`config.mk`:
```
export PLATFORM = sky130hd
export DESIGN_NAME = y86_rf_write_sched
export DESIGN_NICKNAME = d
export VERILOG_FILES = /design/src/rtl/y86_pkg.sv /design/src/rtl/y86_dst_decode.sv /design/src/rtl/y86_rf_write_sched.sv
export SDC_FILE = /design/constraint.sdc
export NUM_CORES = 1
export LEC_CHECK = 0
export BUFFER_PORTS_ARGS = -buffer_cell sky130_fd_sc_hd__buf_2
export CAP_MARGIN = 10
export CORE_UTILIZATION = 55
export DETAILED_ROUTE_END_ITERATION = 16
export PLACE_DENSITY = 0.87
export SLEW_MARGIN = 20
export SYNTH_ARGS = -nofsm -noshare
export SYNTH_HDL_FRONTEND = slang
export SYNTH_SLANG_ARGS = --single-unit
```
`constraint.sdc`:
```
create_clock -name clk -period 6.9 [get_ports clk]
set_input_delay 1.035 -clock clk [delete_from_list [all_inputs] [get_ports clk]]
set_output_delay 1.035 -clock clk [all_outputs]
set_load 0.05 [all_outputs]
```
`src/rtl/y86_pkg.sv`:
```
// Shared Y86-64 constants for the write-back path.
// icodes, register ids, status codes and scheduler state.
package y86_pkg;

  localparam logic [3:0] IHALT   = 4'h0;
  localparam logic [3:0] INOP    = 4'h1;
  localparam logic [3:0] IRRMOVQ = 4'h2;
  localparam logic [3:0] IIRMOVQ = 4'h3;
  localparam logic [3:0] IRMMOVQ = 4'h4;
  localparam logic [3:0] IMRMOVQ = 4'h5;
  localparam logic [3:0] IOPQ    = 4'h6;
  localparam logic [3:0] IJXX    = 4'h7;
  localparam logic [3:0] ICALL   = 4'h8;
  localparam logic [3:0] IRET    = 4'h9;
  localparam logic [3:0] IPUSHQ  = 4'hA;
  localparam logic [3:0] IPOPQ   = 4'hB;

  localparam logic [3:0] RNONE = 4'hF;
  localparam logic [3:0] RRSP  = 4'h4;

  localparam logic [1:0] SAOK = 2'd1;
  localparam logic [1:0] SHLT = 2'd2;
  localparam logic [1:0] SADR = 2'd3;

  typedef enum logic {
    IDLE,
    SECOND
  } wb_state_e;

  // RNONE maps to an empty mask
  function automatic logic [14:0] reg_mask(
    input logic [3:0] r
  );
    logic [14:0] m;
    m = '0;
    if (r != RNONE) m[r] = 1'b1;
    return m;
  endfunction

endpackage

```
`src/rtl/y86_dst_decode.sv`:
```
// Destination register decode (dstE/dstM) for a Y86-64 instruction.
// Shared by write-back scheduling and decode-stage forwarding.
module y86_dst_decode
  import y86_pkg::*;
(
  input  logic [3:0] icode_i,
  input  logic       cnd_i,
  input  logic [3:0] ra_i,
  input  logic [3:0] rb_i,
  output logic [3:0] dst_e_o,
  output logic [3:0] dst_m_o
);

  always_comb begin
    dst_e_o = RNONE;
    unique case (1'b1)
      (icode_i == IIRMOVQ),
      (icode_i == IOPQ):
        dst_e_o = rb_i;
      (icode_i == IRRMOVQ):
        dst_e_o = cnd_i ? rb_i : RNONE;
      (icode_i == ICALL),
      (icode_i == IRET),
      (icode_i == IPUSHQ),
      (icode_i == IPOPQ):
        dst_e_o = RRSP;
      default:
        dst_e_o = RNONE;
    endcase
  end

  always_comb begin
    dst_m_o = RNONE;
    unique case (1'b1)
      (icode_i == IMRMOVQ),
      (icode_i == IPOPQ):
        dst_m_o = ra_i;
      default:
        dst_m_o = RNONE;
    endcase
  end

endmodule

```
`src/rtl/y86_rf_write_sched.sv`:
```
// Write-back scheduler: drives the single RF write port,
// splitting dual-write instructions into E then M.
module y86_rf_write_sched
  import y86_pkg::*;
#(
  parameter int DW = 64,
  parameter int AW = 4
) (
  input  logic          clk,
  input  logic          reset,
  input  logic          w_valid,
  output logic          w_ready,
  input  logic [3:0]    w_icode,
  input  logic          w_cnd,
  input  logic [AW-1:0] w_rA,
  input  logic [AW-1:0] w_rB,
  input  logic [DW-1:0] w_valE,
  input  logic [DW-1:0] w_valM,
  input  logic [1:0]    w_stat,
  input  logic          w_stat_ins,
  output logic          rf_we,
  output logic [AW-1:0] rf_waddr,
  output logic [DW-1:0] rf_wdata,
  output logic [14:0]   wr_pending,
  output logic          halted
);

  wb_state_e     state_q, state_d;
  logic          we_q, we_d;
  logic [AW-1:0] waddr_q, waddr_d;
  logic [DW-1:0] wdata_q, wdata_d;
  logic [AW-1:0] hold_addr_q, hold_addr_d;
  logic [DW-1:0] hold_data_q, hold_data_d;
  logic [14:0]   pend_q, pend_d;
  logic          halted_q, halted_d;

  logic [AW-1:0] dst_e, dst_m;
  logic          accept, bad;

  y86_dst_decode u_dec (
    .icode_i (w_icode),
    .cnd_i   (w_cnd),
    .ra_i    (w_rA),
    .rb_i    (w_rB),
    .dst_e_o (dst_e),
    .dst_m_o (dst_m)
  );

  assign w_ready = (state_q == IDLE) && !halted_q;
  assign accept  = w_valid && w_ready;
  assign bad     = (w_stat != SAOK) || w_stat_ins;

  always_comb begin
    state_d     = state_q;
    we_d        = 1'b0;
    waddr_d     = waddr_q;
    wdata_d     = wdata_q;
    hold_addr_d = hold_addr_q;
    hold_data_d = hold_data_q;
    halted_d    = halted_q;
    unique case (state_q)
      IDLE: begin
        if (accept) begin
          if (bad) begin
            halted_d = 1'b1;
          end else if (dst_e != RNONE && dst_m != RNONE) begin
            if (dst_e == dst_m) begin
              we_d    = 1'b1;
              waddr_d = dst_m;
              wdata_d = w_valM;
            end else begin
              we_d        = 1'b1;
              waddr_d     = dst_e;
              wdata_d     = w_valE;
              hold_addr_d = dst_m;
              hold_data_d = w_valM;
              state_d     = SECOND;
            end
          end else if (dst_e != RNONE) begin
            we_d    = 1'b1;
            waddr_d = dst_e;
            wdata_d = w_valE;
          end else if (dst_m != RNONE) begin
            we_d    = 1'b1;
            waddr_d = dst_m;
            wdata_d = w_valM;
          end
        end
      end
      SECOND: begin
        we_d    = 1'b1;
        waddr_d = hold_addr_q;
        wdata_d = hold_data_q;
        state_d = IDLE;
      end
      default: state_d = IDLE;
    endcase
  end

  // clear first so a coincident new set survives
  always_comb begin
    pend_d = pend_q;
    if (we_q) pend_d = pend_d & ~reg_mask(waddr_q);
    if (accept && !bad)
      pend_d = pend_d | reg_mask(dst_e) | reg_mask(dst_m);
  end

  always_ff @(posedge clk) begin
    if (reset) begin
      state_q     <= IDLE;
      we_q        <= 1'b0;
      waddr_q     <= RNONE;
      wdata_q     <= '0;
      hold_addr_q <= RNONE;
      hold_data_q <= '0;
      pend_q      <= '0;
      halted_q    <= 1'b0;
    end else begin
      state_q     <= state_d;
      we_q        <= we_d;
      waddr_q     <= waddr_d;
      wdata_q     <= wdata_d;
      hold_addr_q <= hold_addr_d;
      hold_data_q <= hold_data_d;
      pend_q      <= pend_d;
      halted_q    <= halted_d;
    end
  end

  assign rf_we      = we_q;
  assign rf_waddr   = waddr_q;
  assign rf_wdata   = wdata_q;
  assign wr_pending = pend_q;
  assign halted     = halted_q;

endmodule

```
==> metrics, run 1 <==
outcome=completed; layout cells sized above 1=between 30% and 40%; CTS sink count=154; Die X=approximately 130 µm; Worst Tran Pin Value=about 1.1 ns; Initial Util=approximately 56%; count of input and output buffers=232; Iter 0 DRT Violations=~540; dpl hpwl=about 15 mm; RSZ-0062 raised after global routing=no; R2R depth=6; final count of hold timing violations=0; die height=between 100 and 150 µm; Critical R2R Launch=state_q; most common cell after layout, fill and taps aside=buf_2; Max Fanout on Critical Path=42; vias=slightly above 8k; Max Buffers Root-to-Sink=2; Row Count=45; Synth Area per Inst=approximately 9 µm²; ANT nets after route=0; die footprint=approximately 0.016 mm²; antenna violations before repair=2; final core occ=67.1%; Max rail drop VDD=about 0.00017 V; Root Buffer=clkbuf_16; Slew headroom=~25%; Syn Nets=~1.1k; fmax=roughly 0.23 GHz; GRT Total Usage=about 29%; share of flip-flops with an asynchronous set or reset=0%; Tcrit/Tclk final=approximately 62%; vias in the first global route=roughly 7.6k; fill cell count=1223; post-CTS setup buffers=0; clk_skew=slightly above 0.009 ns; yosys warns=0; largest net degree at the start of global routing=~120; count of nets after finishing=around 1.3k; IO Count=233; Seq/Total Area, Yosys=between 30% and 40%; Routed WL=~23 mm; worst hold start=rf_wdata[57]; drt pass-1 iters=5; number of synthesized flops with an enable pin=0; Hold Buf Count CTS=0; FF+latch count, synth=between 150 and 200; gp weighted congestion=0.886; Vias/cell=between 6 and 7; Worst EP required=just over 7 ns; hold depth=1; post-synth cell types=53; final-report setup violation count=0; setup TNS=0 ns; Pwr Density=221 mW/mm²; post-layout min period=4.29 ns; Slew Viols, Final=0; Crit Path Class=in -> reg; first-pass GRT wire length=37.1 mm; GRT overflow=0; H-tree depth=4; Main synth FF type=dfxtp_1; post-synthesis instance total=934; worst min-delay path class=reg -> reg; Critical Path Source Type=input pin; area grow syn2layout=19.2%; CTS tree=built; Routed WL per cell=roughly 18 µm; Clk Latency, worst-skew pair=about 0.43 ns; CTS buffer count=17; Pleak=approximately 4.2 nW; WP data arrival=4.59 ns; Setup crit end kind=flop; highest-count cells in the layout ignoring fill and taps=buf_2 (231), dfxtp_1 (153), nand2_1 (97); CP Launch Point=w_icode[3]; post-synthesis cell area=roughly 0.0086 mm²; PostCTS Resize Cnt=0; # Max-Cap Violations=0; Clock transition at path regs=roughly 0.060 ns; Core ar.=about 0.015 mm²; post-route DRC violation count=0
==> final timing paths <==
path	endpoint	slack, ns
worst min register to register	rf_wdata[57]	0.46
worst max register to register	rf_wdata[12]	3.78
worst min-delay path	rf_wdata[57]	0.46
worst max-delay path	hold_addr_q[3]	2.61
==> stage by stage <==
| stage | hold WS (ns) | total power [W] | area [µm²] | cells | setup WS, ns |
|---|---|---|---|---|---|
| global route | 0.473 | 0.00233 | 10200 | 1305 | 2.35 |
| CTS | 0.464 | 0.00226 | 10200 | 1303 | 2.64 |
| detailed placement | 0.451 | 0.00133 | 9600 | 1272 | 2.21 |
| floorplan | 0.431 | 0.00122 | 8550 | 934 | 3.70 |
| global placement | 0.443 | 0.00132 | 9600 | 1272 | 2.28 |
| finish | 0.459 | 0.00225 | 10200 | 1305 | 2.61 |
==> per-layer routing <==
| layer | GRT usage [%] | vias to the layer above | routed length [µm] |
|---|---|---|---|
| met2 | 47.6 | 359 | 11100 |
| met3 | 6.37 | 64 | 1660 |
| met4 | 15.2 | 0 | 823 |
| li1 | - | 3888 | - |
| met1 | 34.7 | 3866 | 9520 |
| met5 | 0 | - | 0 |
==> report_power, final <==
group | internal, W | switching (W)
combinational | 0.000150 | 0.000259
clock | 0.000586 | 0.000353
sequential | 0.000898 | 0.00000615
total | 0.00163 | 0.000619
==> registers in the layout, indices dropped and copies added, names as in the netlist <==
name and count:
hold_data_q 64, rf_wdata 64, hold_addr_q 4, wr_pending 15, halted 1, rf_we 1
state_q 1, rf_waddr 4
==> final cells by class <==
class,count,area (µm²),share of cell area [%]
diodes,2,5.00,0.0491
clock buffers,24,472,4.63
clock inverters,7,116,1.14
inverters,5,18.8,0.184
multi-input cells,681,4990,49.0
flip-flops and latches,154,3090,30.3
well taps,188,235,2.31
repair buffers,244,1270,12.5
==> cell families after synthesis <==
logic type,count (synthesis),synth area share (%)
buffers and inverters,99,6.31
flip-flops,154,36.0
AND/OR/NAND/NOR,345,20.0
multiplexers,64,7.49
AO/OA/AOI/OAI,272,30.1
==> Yosys cell counts (12+ instances only) <==
library cell  number  area [µm²]
buf_4             12        90.1
nand2b_1          69         432
dfxtp_1          154        3080
a221oi_2          60         901
o22ai_1           16         100
buf_2             37         185
nor2_1            78         293
nand3_1           68         340
mux2i_1           64         641
o21ai_0           17        85.1
nand2_1           97         364
clkbuf_1          27         101
a21oi_1           22         110
a32o_1            64         641
o211ai_1          66         495
==> critical path, stage by stage <==
cell	delay (ns)
buf_2	0.18
o21a_1	0.26
a2111oi_2	0.78
nor4_4	0.07
buf_4	0.37
nor2_4	0.39
nand3_4	0.53
buf_4	0.54
a211o_1	0.37
Power figures use the tool's default switching activity.
==> run 2: changes to the inputs <==
--- a/config.mk
+++ b/config.mk
@@ -7,9 +7,9 @@
 export LEC_CHECK = 0
 export BUFFER_PORTS_ARGS = -buffer_cell sky130_fd_sc_hd__buf_2
 export CAP_MARGIN = 10
-export CORE_UTILIZATION = 55
+export CORE_UTILIZATION = 48
 export DETAILED_ROUTE_END_ITERATION = 16
-export PLACE_DENSITY = 0.87
+export PLACE_DENSITY = 0.81
 export SLEW_MARGIN = 20
 export SYNTH_ARGS = -nofsm -noshare
 export SYNTH_HDL_FRONTEND = slang
==> constraint.sdc (replaced) <==
create_clock -name clk -period 3.8 [get_ports clk]
set_input_delay 0.57 -clock clk [delete_from_list [all_inputs] [get_ports clk]]
set_output_delay 0.57 -clock clk [all_outputs]
set_load 0.05 [all_outputs]
==> metrics, run 2 (synthesis results as in run 1) <==
CP Launch Point=w_icode[3] (unchanged); Slew headroom=52.3% (was 25.4%); CTS buffer count=17 (unchanged); Root Buffer=clkbuf_16 (unchanged); Crit Path Class=in -> reg (unchanged); layout cells sized above 1=32.2% (was 31.6%); pre-CTS setup slack=0.595 ns (was 2.21 ns); post-CTS setup buffers=0 (unchanged); Routed WL=23.7 mm (was 23.1 mm); ANT nets after route=0 (unchanged); Routed WL per cell=17.6 µm (was 17.7 µm); CTS sink count=154 (unchanged); Max Fanout on Critical Path=54 (was 42); outcome=completed (unchanged); CTS tree=built (unchanged); GRT Total Usage=25.7% (was 28.6%); Initial Util=49.3% (was 56.3%); Critical R2R Launch=state_q (unchanged); Worst Tran Pin Value=0.715 ns (was 1.12 ns); Hold Buf Count CTS=0 (unchanged); highest-count cells in the layout ignoring fill and taps=buf_2 (231), dfxtp_1 (153), nand2_1 (97) (unchanged); Pleak=4.23 nW (was 4.18 nW); # diodes=0 (was 2); Non-Filler Cell Area, Final=0.0103 mm² (was 0.0102 mm²); PostCTS Resize Cnt=0 (unchanged); Max rail drop VDD=0.000292 V (was 0.000166 V); fin cells=1348 (was 1305); Row Count=48 (was 45); fill cell count=1492 (was 1223); largest net degree at the start of global routing=129 (was 119); # Max-Cap Violations=0 (unchanged); final count of hold timing violations=0 (unchanged); area post-placement=0.00975 mm² (was 0.00960 mm²); final core occ=59.5% (was 67.1%); post-route DRC violation count=0 (unchanged); Vias/cell=6.12 (was 6.27); most common cell after layout, fill and taps aside=buf_2 (unchanged); Worst EP required=4.10 ns (was 7.21 ns); WP data arrival=3.11 ns (was 4.59 ns); Placed Cells=1316 (was 1272); worst min-delay path class=in -> reg (was reg -> reg); first-pass GRT wire length=38.1 mm (was 37.1 mm); post-layout min period=2.81 ns; vias=8245 (was 8177); count of input and output buffers=232 (unchanged); worst hold start=w_valM[62] (was rf_wdata[57]); dpl hpwl=15.0 mm (was 14.8 mm); die height=135 µm (was 127 µm); count of nets after finishing=1257 (was 1250); IO Count=233 (unchanged); Max Buffers Root-to-Sink=2 (unchanged); area grow syn2layout=20.7% (was 19.2%); Die X=135 µm (was 127 µm); antenna violations before repair=0 (was 2); Critical Path Source Type=input pin (unchanged); Core ar.=0.0174 mm² (was 0.0152 mm²); Final Worst Setup Slack=0.986 ns (was 2.61 ns); Iter 0 DRT Violations=564 (was 539); vias in the first global route=7838 (was 7632); die footprint=0.0184 mm² (was 0.0161 mm²); gp weighted congestion=0.880 (was 0.886); Setup crit end kind=flop (unchanged); Slew Viols, Final=0 (unchanged); drt pass-1 iters=6 (was 5); Pwr Density=395 mW/mm² (was 221 mW/mm²); Clock transition at path regs=0.07 ns (was 0.06 ns); Tcrit/Tclk final=about three quarters; fmax=0.355 GHz; setup TNS=0 ns (unchanged); H-tree depth=4 (unchanged); RSZ-0062 raised after global routing=no (unchanged); clk_skew=0.0107 ns (was 0.00909 ns); Clk Latency, worst-skew pair=0.42 ns (was 0.43 ns); GRT overflow=0 (unchanged); final-report setup violation count=0 (unchanged)
-- run 2: cell types whose count changed in the layout (fill, tap and decap cells not counted), moves of 2 or more --
| cell | before | now |
|---|---|---|
| buf_12 | 1 | 5 |
| buf_4 | 11 | 15 |
| clkbuf_1 | 5 | 3 |
| clkinvlp_4 | 1 | 3 |
| diode_2 | 2 | 0 |
-- run 2: critical path, stage by stage --
cell	delay [ns]
buf_2	0.19
o21a_1	0.27
a2111oi_2	0.51
buf_4	0.21
nor3b_1	0.07
o2bb2ai_4	0.25
buf_4	0.49
o211ai_1	0.18
a32o_1	0.30
-- run 2: path summary, 6_finish.rpt --
check                         end  slack [ns]  depth (start not counted)
hold reg to reg      rf_wdata[38]        0.46                          1
setup / recovery     rf_wdata[14]        0.99                          9
setup reg to reg     rf_wdata[14]        1.69                          6
hold / removal    hold_data_q[62]        0.41                          3
-- run 2: where the power goes --
group	switching (W)	internal, W
Combinational	0.000472	0.000278
Clock	0.000684	0.00100
Sequential	0.0000104	0.00163
Total	0.00117	0.00291
-- run 2: layout make-up --
cell class	count	area [µm²]	area share, %
Clock buffer	22	464	4.49
Clock inverter	10	116	1.13
Inverter	5	18.8	0.182
Multi-Input combinational cell	681	4990	48.3
Sequential cell	154	3090	29.9
Tap cell	225	282	2.73
Timing Repair Buffer	251	1370	13.3
-- run 2: metrics by stage --
stage / hold WS (ns) / power, W
CTS: 0.401 / 0.00411
finish: 0.415 / 0.00408
global placement: 0.442 / 0.00241
global route: 0.414 / 0.00424
floorplan: 0.431 / 0.00221
detailed placement: 0.449 / 0.00242
-- run 2: per-layer routing --
layer	track usage, %	routed length (µm)
met1	31.1	10000
met2	43.2	11500
met3	5.84	1630
met4	12.0	558
met5	0	0
==> run 3: changes to the inputs <==
--- a/config.mk
+++ b/config.mk
@@ -5,11 +5,12 @@
 export SDC_FILE = /design/constraint.sdc
 export NUM_CORES = 1
 export LEC_CHECK = 0
+export ABC_AREA = 1
 export BUFFER_PORTS_ARGS = -buffer_cell sky130_fd_sc_hd__buf_2
 export CAP_MARGIN = 10
-export CORE_UTILIZATION = 48
+export CORE_UTILIZATION = 55
 export DETAILED_ROUTE_END_ITERATION = 16
-export PLACE_DENSITY = 0.81
+export PLACE_DENSITY = 0.86
 export SLEW_MARGIN = 20
 export SYNTH_ARGS = -nofsm -noshare
 export SYNTH_HDL_FRONTEND = slang
==> constraint.sdc (replaced) <==
create_clock -name clk -period 2.74 [get_ports clk]
set_input_delay 0.411 -clock clk [delete_from_list [all_inputs] [get_ports clk]]
set_output_delay 0.411 -clock clk [all_outputs]
set_load 0.05 [all_outputs]
==> metrics, run 3 <==
fmax=0.438 GHz; area of the multi-input gates=0.00503 mm² (was 0.00499 mm²); WP data arrival=2.64 ns (was 3.11 ns); drt pass-1 iters=5 (was 6); post-synth cell types=28 (was 53); R2R depth=8 (was 6); post-layout min period=~2.3 ns; post-synthesis cell area=0.00949 mm² (was 0.00855 mm²); Slew headroom=48.5% (was 52.3%); setup TNS=0 ns (unchanged); Die X=133 µm (was 135 µm); Synth Area per Inst=5.83 µm² (was 9.16 µm²); cell taking the most area after synthesis=dfxtp_1 (unchanged); post-synthesis instance total=1628 (was 934); FF+latch area=0.00308 mm² (was 0.00309 mm²); count leader, synth=nand2_1 (was dfxtp_1); most common cell after layout, fill and taps aside=nand2_1 (was buf_2); final count of hold timing violations=0 (unchanged); pre-CTS setup slack=0.0842 ns (was 0.595 ns); Tcrit/Tclk final=a little over four fifths; RSZ-0062 raised after global routing=no (unchanged); wl on met1=11.7 mm (was 10.0 mm); largest net degree at the start of global routing=80 (was 129); wire length on met2=13.1 mm (was 11.5 mm); Root Buffer=clkbuf_16 (unchanged); number of synthesized flops with an enable pin=0 (unchanged); count of nets after finishing=1946 (was 1257); Slew Viols, Final=0 (unchanged); Row Count=47 (was 48); hold depth=3 (unchanged); CTS tree=built (unchanged); Setup crit end kind=flop (unchanged); worst hold start=w_valid (was w_valM[62]); CTS sink count=154 (unchanged); Max Fanout on Critical Path=63 (was 54); clk_skew=0.0122 ns (was 0.0107 ns); Hold Path Sink=halted (was hold_data_q[62]); GRT Total Usage=31.4% (was 25.7%); met3 WL=2.39 mm (was 1.63 mm); outcome=completed (unchanged); CTS buffer count=17 (unchanged); Worst Tran Pin Value=0.772 ns (was 0.715 ns); Routed WL=27.7 mm (was 23.7 mm); post-CTS setup buffers=0 (unchanged); share of flip-flops with an asynchronous set or reset=0% (unchanged); yosys warns=0 (unchanged); Vias/cell=5.31 (was 6.12); FF-to-FF End=rf_wdata[30] (was rf_wdata[14]); die height=133 µm (was 135 µm); Seq/Total Area, Yosys=32.5% (was 36.0%); Initial Util=56.8% (was 49.3%); Max rail drop VDD=0.000433 V (was 0.000292 V); Main synth FF type=dfxtp_1 (unchanged); fill cell count=1501 (was 1492); IO Count=233 (unchanged); antenna violations before repair=1 (was 0); # Max-Cap Violations=0 (unchanged); Worst EP required=3.09 ns (was 4.10 ns); die footprint=0.0178 mm² (was 0.0184 mm²); Routed WL per cell=13.6 µm (was 17.6 µm); area share of the largest cell type after synthesis=32.5% (was 36.0%); first-pass GRT wire length=45.9 mm (was 38.1 mm); FF+latch count, synth=154 (unchanged); Syn Nets=1775 (was 1081); H-tree depth=4 (unchanged); Max Buffers Root-to-Sink=2 (unchanged); Final Worst Setup Slack=0.456 ns (was 0.986 ns); gp weighted congestion=0.952 (was 0.880); dpl hpwl=17.7 mm (was 15.0 mm); PostCTS Resize Cnt=0 (unchanged); Clock transition at path regs=0.06 ns (was 0.07 ns); GRT overflow=0 (unchanged); ANT nets after route=0 (unchanged); final-report setup violation count=0 (unchanged); largest cells by area after synthesis=dfxtp_1 (33%), nand2_1 (17%), inv_1 (8.7%) (was dfxtp_1 (36%), a221oi_2 (11%), a32o_1 (7.5%)); post-route DRC violation count=0 (unchanged); Clk Latency, worst-skew pair=0.43 ns (was 0.42 ns); Pleak=6.06 nW (was 4.23 nW); Critical Path Source Type=input pin (unchanged); Crit Path Class=in -> reg (unchanged); worst min-delay path class=in -> reg (unchanged); Critical R2R Launch=state_q (unchanged); highest-count cells in the layout ignoring fill and taps=nand2_1 (428), buf_2 (231), inv_1 (218) (was buf_2 (231), dfxtp_1 (153), nand2_1 (97)); area grow syn2layout=19.8% (was 20.7%); vias in the first global route=9850 (was 7838); layout cells sized above 1=18.4% (was 32.2%); flop-to-flop setup slack=0.61 ns (was 1.69 ns); count of input and output buffers=232 (unchanged); Iter 0 DRT Violations=1174 (was 564); Synth top cells by count=nand2_1 (430), inv_1 (219), nor2_1 (213) (was dfxtp_1 (154), nand2_1 (97), nor2_1 (78)); top sig layer=met5 (was met4); Core ar.=0.0167 mm² (was 0.0174 mm²); vias=10.8k (was 8245); Hold Buf Count CTS=0 (unchanged); Pwr Density=533 mW/mm² (was 395 mW/mm²)
-- run 3: changes by cell type after synthesis, sizes merged, moves of 65 or more --
cell,delta
nand3,+78
a21oi,+130
nor2,+138
inv,+224
nand2b,-69
o21ai,+69
nand2,+345
a221oi,-65
nor3,+70
-- run 3: kinds of logic after synthesis --
group	Yosys count	share of synthesized area, %
AO/OA/AOI/OAI	257	14.4
flip-flops	154	32.5
AND/OR/NAND/NOR	879	38.3
buffers and inverters	338	14.8
-- run 3: metrics by stage --
stage / total power [W] / std cells / util [%] / hold WS (ns) / instance area [µm²]
final: 0.00605 / 2033 / 68.0 / 0.271 / 11400
after global routing: 0.00630 / 2032 / 68.0 / 0.301 / 11400
after CTS: 0.00605 / 2032 / 68.0 / 0.267 / 11400
after detailed placement: 0.00365 / 2000 / 64.4 / 0.436 / 10800
after global placement: 0.00362 / 2000 / 64.4 / 0.431 / 10800
after floorplan: 0.00326 / 1628 / - / 0.424 / 9490
-- run 3: critical path: stages --
cell and delay [ns]:
buf_2 0.12, nor2_1 0.18, nand2_1 0.11, nand3_1 0.14, nand2_1 0.10, nand2_1 0.09
nand2_1 0.14, nor2_4 0.23, buf_4 0.57, nand2_1 0.14, nand2_1 0.11, nor2_1 0.05
nand2_1 0.06, nand2_1 0.05, a21oi_1 0.11
-- run 3: final cells by class --
cell class	instances	area share, %
diodes	1	0.0220
clock buffers	21	3.97
clock inverters	11	1.28
inverters	229	7.59
multi-input cells	1136	44.3
flip-flops and latches	154	27.1
well taps	220	2.42
repair buffers	261	13.3
-- run 3: power breakdown --
group | leakage, nW | switching (W) | internal, W
logic | 4.53 | 0.000897 | 0.000437
registers | 1.24 | 0.0000233 | 0.00228
clock network | 0.283 | 0.000962 | 0.00146
total | 6.06 | 0.00188 | 0.00417
-- run 3: per-layer routing --
layer  vias up  global-route usage [%]
met2       489                    52.3
met1      4827                    40.3
li1       5422                       -
met4         2                    12.3
met3        46                    5.59
met5         -                       0
-- run 3: worst max-delay path by stage --
stage               cells after the start              to        from  slack (ns)
floorplan                               8  hold_addr_q[2]      halted        0.12
finish                                 15    rf_wdata[31]  w_icode[3]        0.46
global route                           15    rf_wdata[36]  w_icode[3]        0.25
global placement                       14    rf_wdata[25]  w_icode[3]        0.24
CTS                                    15    rf_wdata[31]  w_icode[3]        0.50
detailed placement                     15    rf_wdata[54]  w_icode[3]        0.08
